File: config.mk
export PLATFORM = sky130hd
export DESIGN_NAME = toggle_cover_collector
export DESIGN_NICKNAME = d
export VERILOG_FILES = /design/src/rtl/toggle_cover_collector.sv
export SDC_FILE = /design/constraint.sdc
export NUM_CORES = 1
export LEC_CHECK = 0
export BUFFER_PORTS_ARGS = -buffer_cell sky130_fd_sc_hd__clkbuf_2
export CORE_ASPECT_RATIO = 0.9
export CORE_UTILIZATION = 35
export DETAILED_ROUTE_END_ITERATION = 16
export GPL_TIMING_DRIVEN = 0
export PLACE_DENSITY = 0.63
export SETUP_SLACK_MARGIN = 0.4
export SYNTH_ARGS = -nofsm -noshare
export SYNTH_HDL_FRONTEND = slang
export SYNTH_SLANG_ARGS = --single-unit
File: constraint.sdc
create_clock -name clock -period 5.9 [get_ports clock]
set_input_delay 0 -clock clock [delete_from_list [all_inputs] [get_ports clock]]
set_output_delay 0 -clock clock [all_outputs]
set_load 0.005 [all_outputs]
File: src/rtl/toggle_cover_collector.sv
// Sticky toggle-cover collector: records first-time hits per epoch and streams
// each newly covered global index out once over a valid/ready port.
module toggle_cover_collector #(
  parameter int          WIDTH       = 32,
  parameter int unsigned COVER_INDEX = 0,
  parameter int          INDEX_W     = 64,
  localparam int         CNT_W       = $clog2(WIDTH + 1),
  localparam int         IDX_W       = (WIDTH > 1) ? $clog2(WIDTH) : 1
) (
  input  logic               clock,
  input  logic               reset,
  input  logic [WIDTH-1:0]   valid,
  input  logic               clear,
  output logic               out_valid,
  input  logic               out_ready,
  output logic [INDEX_W-1:0] out_index,
  output logic [CNT_W-1:0]   covered_count,
  output logic               all_covered
);

  logic [WIDTH-1:0]   seen_q, seen_d;
  logic [WIDTH-1:0]   pending_q, pending_d;
  logic               outValid_q, outValid_d;
  logic [INDEX_W-1:0] outIndex_q, outIndex_d;
  logic [CNT_W-1:0]   count_q, count_d;
  logic               allCovered_q, allCovered_d;

  logic [WIDTH-1:0]   newHits;
  logic [WIDTH-1:0]   selMask;
  logic [IDX_W-1:0]   selIdx;
  logic               loadEn;

  function automatic logic [CNT_W-1:0] popCount(input logic [WIDTH-1:0] v);
    logic [CNT_W-1:0] sum;
    sum = '0;
    for (int i = 0; i < WIDTH; i++) begin
      sum = sum + CNT_W'(v[i]);
    end
    return sum;
  endfunction

  always_comb begin
    newHits = valid & ~seen_q;
    loadEn  = !outValid_q || out_ready;

    // Scan downward so the last match left in selIdx is the lowest set bit.
    selIdx = '0;
    for (int i = WIDTH - 1; i >= 0; i--) begin
      if (pending_q[i]) begin
        selIdx = IDX_W'(i);
      end
    end

    selMask      = '0;
    seen_d       = seen_q;
    pending_d    = pending_q;
    outValid_d   = outValid_q;
    outIndex_d   = outIndex_q;
    count_d      = count_q;
    allCovered_d = allCovered_q;

    if (clear) begin
      // Old-epoch pending is forgotten, so an accepted output simply drops.
      seen_d       = '0;
      pending_d    = '0;
      count_d      = '0;
      allCovered_d = 1'b0;
      if (loadEn) begin
        outValid_d = 1'b0;
      end
    end else begin
      if (loadEn) begin
        if (|pending_q) begin
          outValid_d = 1'b1;
          outIndex_d = INDEX_W'(COVER_INDEX) + INDEX_W'(selIdx);
          selMask    = WIDTH'(1) << selIdx;
        end else begin
          outValid_d = 1'b0;
        end
      end
      // newHits are never pending, so setting and clearing cannot collide.
      seen_d       = seen_q | newHits;
      pending_d    = (pending_q & ~selMask) | newHits;
      count_d      = count_q + popCount(newHits);
      allCovered_d = (count_d == CNT_W'(WIDTH));
    end
  end

  always_ff @(posedge clock) begin
    if (reset) begin
      seen_q       <= '0;
      pending_q    <= '0;
      outValid_q   <= 1'b0;
      outIndex_q   <= '0;
      count_q      <= '0;
      allCovered_q <= 1'b0;
    end else begin
      seen_q       <= seen_d;
      pending_q    <= pending_d;
      outValid_q   <= outValid_d;
      outIndex_q   <= outIndex_d;
      count_q      <= count_d;
      allCovered_q <= allCovered_d;
    end
  end

  assign out_valid     = outValid_q;
  assign out_index     = outIndex_q;
  assign covered_count = count_q;
  assign all_covered   = allCovered_q;

endmodule

==> out/qor.csv <==
metric;value;unit
status;finished clean;
Ant. Diodes;0;
RSZ-0062 raised after global routing;false;
TritonCTS Buffers;9;
final cell count without fillers;857;
global placer's final weighted congestion;0.912;
metal3 WL;810;um
overall die width;123;um
largest net degree at the start of global routing;13;
average cell area after synthesis;8.58;um^2
sequential fraction of the synthesis area;33.5;%
Internal;1.56;mW
Cell variety after synth;54;
die footprint;13600;um^2
Netlist Area Pre-Place;4600;um^2
Core ar.;12700;um^2
ANT nets after route;0;
skew final;0.00772;ns
CTS tree;done;
Slew Viols, Final;0;
Hold Violations, Final;0;
crit-path max FO;3;
Psw;1.06;mW
Post-synth EDFFs;0;
area growth from synthesis to layout;29.7;%
Hold Crit Class;input port to flop;
number of max-cap violations;0;
row count;39;
endpoints failing setup;0;
port bufs;47;
Post-Route M1 WL;5580;um
worst setup path class;input port to flop;
Slew Limit Headroom;40.4;%
WP data arrival;5.62;ns
Critical Path Sink Type;flop;
Post-Place Cells;805;
share of cells above drive strength 1;23.1;%
Worst VDD drop;0.580;mV
per-cell routed wire length;14.9;um
Async SR Flop Fraction;0;%
Cell Pwr Density;440;nW/um^2
hold slack;0.114;ns
CTS sink count;77;
first-pass GRT wire length;19900;um
logic gate share of total power;57.9;%
Post-Route WL;12700;um
Worst-Skew Late Latency;0.34;ns
Post-synth top flop;dfxtp_1;
synth warn;0;
Tcrit/Tclk final;90.7;%
Flop pwr share;22.7;%
H-tree depth;3;
via count;4076;
I/O Pins;108;
fin crit period;5.35;ns
Iter 0 DRT Violations;288;
initial antenna violation count;0;
Clock power frac;19.4;%
Worst-path clk slew;0.06;ns
met2 routed WL;6100;um
cells after synthesis;536;
CP required;6.17;ns
drt pass-1 iters;6;
sw frac;40.5;%
die height;111;um
hpwl dp;9510;um
vias in the first global route;3777;
total track usage;19.6;%
Lkg Pwr;2.80;nW
FMAX;0.187;GHz
drt drc;0;
Worst Tran Pin Value;0.886;ns
post-DR vias/cell;4.76;
CTS Buffer Depth;2;
#FFs+latches synth;77;
Final Net Count;763;
total gr overflow;0;
initial core utilization;36.1;%
Top Layer Used;met4;
CTS Root Cell;clkbuf_16;
Setup crit start kind;input port;
Fin Setup TNS;0;ns
[repair_timing]
action | CTS | global route
hold endpoints to repair | 39 | 0
setup endpoints to repair | 1 | 3
pin swaps | 0 | 11
buffers inserted | 0 | 3
hold buffers | 34 | 0
gates resized for setup | 1 | 26
[state kept, by name (all words and copies together), names as in the netlist]
register and cells:
covered_count 6, pending_q 32, all_covered 1, out_index 5
out_valid 1, seen_q 32
[critical path: stages]
cell	delay [ns]
dlygate4sd3_1	0.53
clkbuf_2	0.12
nor2b_4	0.14
fa_1	0.56
inv_1	0.06
fa_1	0.51
inv_1	0.05
fa_1	0.47
fa_1	0.54
fa_1	0.60
inv_1	0.07
fa_1	0.41
inv_2	0.08
ha_1	0.23
nor2b_1	0.14
o21ai_1	0.16
a21oi_1	0.11
o21a_1	0.20
or4_4	0.49
a21oi_2	0.15
[per-layer routing]
metal,vias up,GRT usage (%)
met3,24,3.86
li1,1988,-
met1,1897,26.3
met2,167,31.3
met5,-,0
met4,0,5.93
[metrics by stage]
step | instance area [um^2] | utilization, % | total power [mW] | setup WS [ns]
after floorplan | 4820 | - | 1.58 | 0.913
after global placement | 5260 | 41.3 | 1.88 | 0.443
after detailed placement | 5260 | 41.3 | 1.90 | 0.473
after CTS | 5870 | 46.1 | 2.47 | 0.407
after global routing | 5970 | 46.8 | 2.85 | 0.391
final | 5970 | 46.8 | 2.62 | 0.548
[cells in the final DEF (no fill, tap or decap), types with 19 or more instances in the layout]
master         instances
conb_1                59
nand2b_1              19
buf_4                 62
inv_1                 30
dfxtp_1               75
o21ai_0               25
clkbuf_2              47
dlygate4sd3_1         34
nand2_1               20
nor2_1               100
fa_1                  24
[power by group through the flow]
stage	logic (mW)	registers, mW	clock network (mW)
floorplan	0.979	0.598	0
global placement	1.28	0.602	0
detailed placement	1.29	0.604	0
CTS	1.35	0.593	0.519
global route	1.70	0.601	0.542
finish	1.52	0.596	0.510
[logic make-up (layout without fill, tap and decap cells)]
| logic type | count (synthesis) | in the layout | share of synthesized area, % |
|---|---|---|---|
| buffers and inverters | 107 | 206 | 13.8 |
| XOR/XNOR | 4 | 4 | 0.762 |
| AND/OR/NAND/NOR | 220 | 220 | 23.8 |
| other | 1 | 59 | 0.0816 |
| AO/OA/AOI/OAI | 86 | 86 | 12.8 |
| flip-flops | 77 | 77 | 33.5 |
| multiplexers | 3 | 3 | 0.653 |
| adder cells (fa/ha/maj) | 38 | 38 | 14.6 |
[cell usage after synthesis (all sizes together) (19+ instances only)]
cell / number / area share [%]
a21oi: 19 / 2.1
buf: 63 / 10
nand2b: 20 / 2.7
dfxtp: 77 / 34
nor2: 100 / 8.2
nand2: 20 / 1.6
nor2b: 29 / 3.9
o21ai: 27 / 2.9
inv: 31 / 2.5
fa: 26 / 11
nor4: 19 / 2.9
[final timing paths]
path / start / endpoint / slack, ns / cells after the start
hold / removal: out_ready / out_valid / 0.11 / 3
setup reg to reg: seen_q[8] / all_covered / 0.56 / 16
hold reg to reg: seen_q[28] / seen_q[28] / 0.46 / 2
setup / recovery: valid[14] / all_covered / 0.55 / 20
[layout make-up]
type,instances,area (um^2)
plain buffers,76,518
well taps,164,205
clock buffers,11,243
fillers,1235,6770
inverters,31,116
clock inverters,4,25.0
repair buffers,84,598
flip-flops and latches,77,1540
multi-input cells,410,2720
Note: power is estimated with default switching activity, not from simulation.
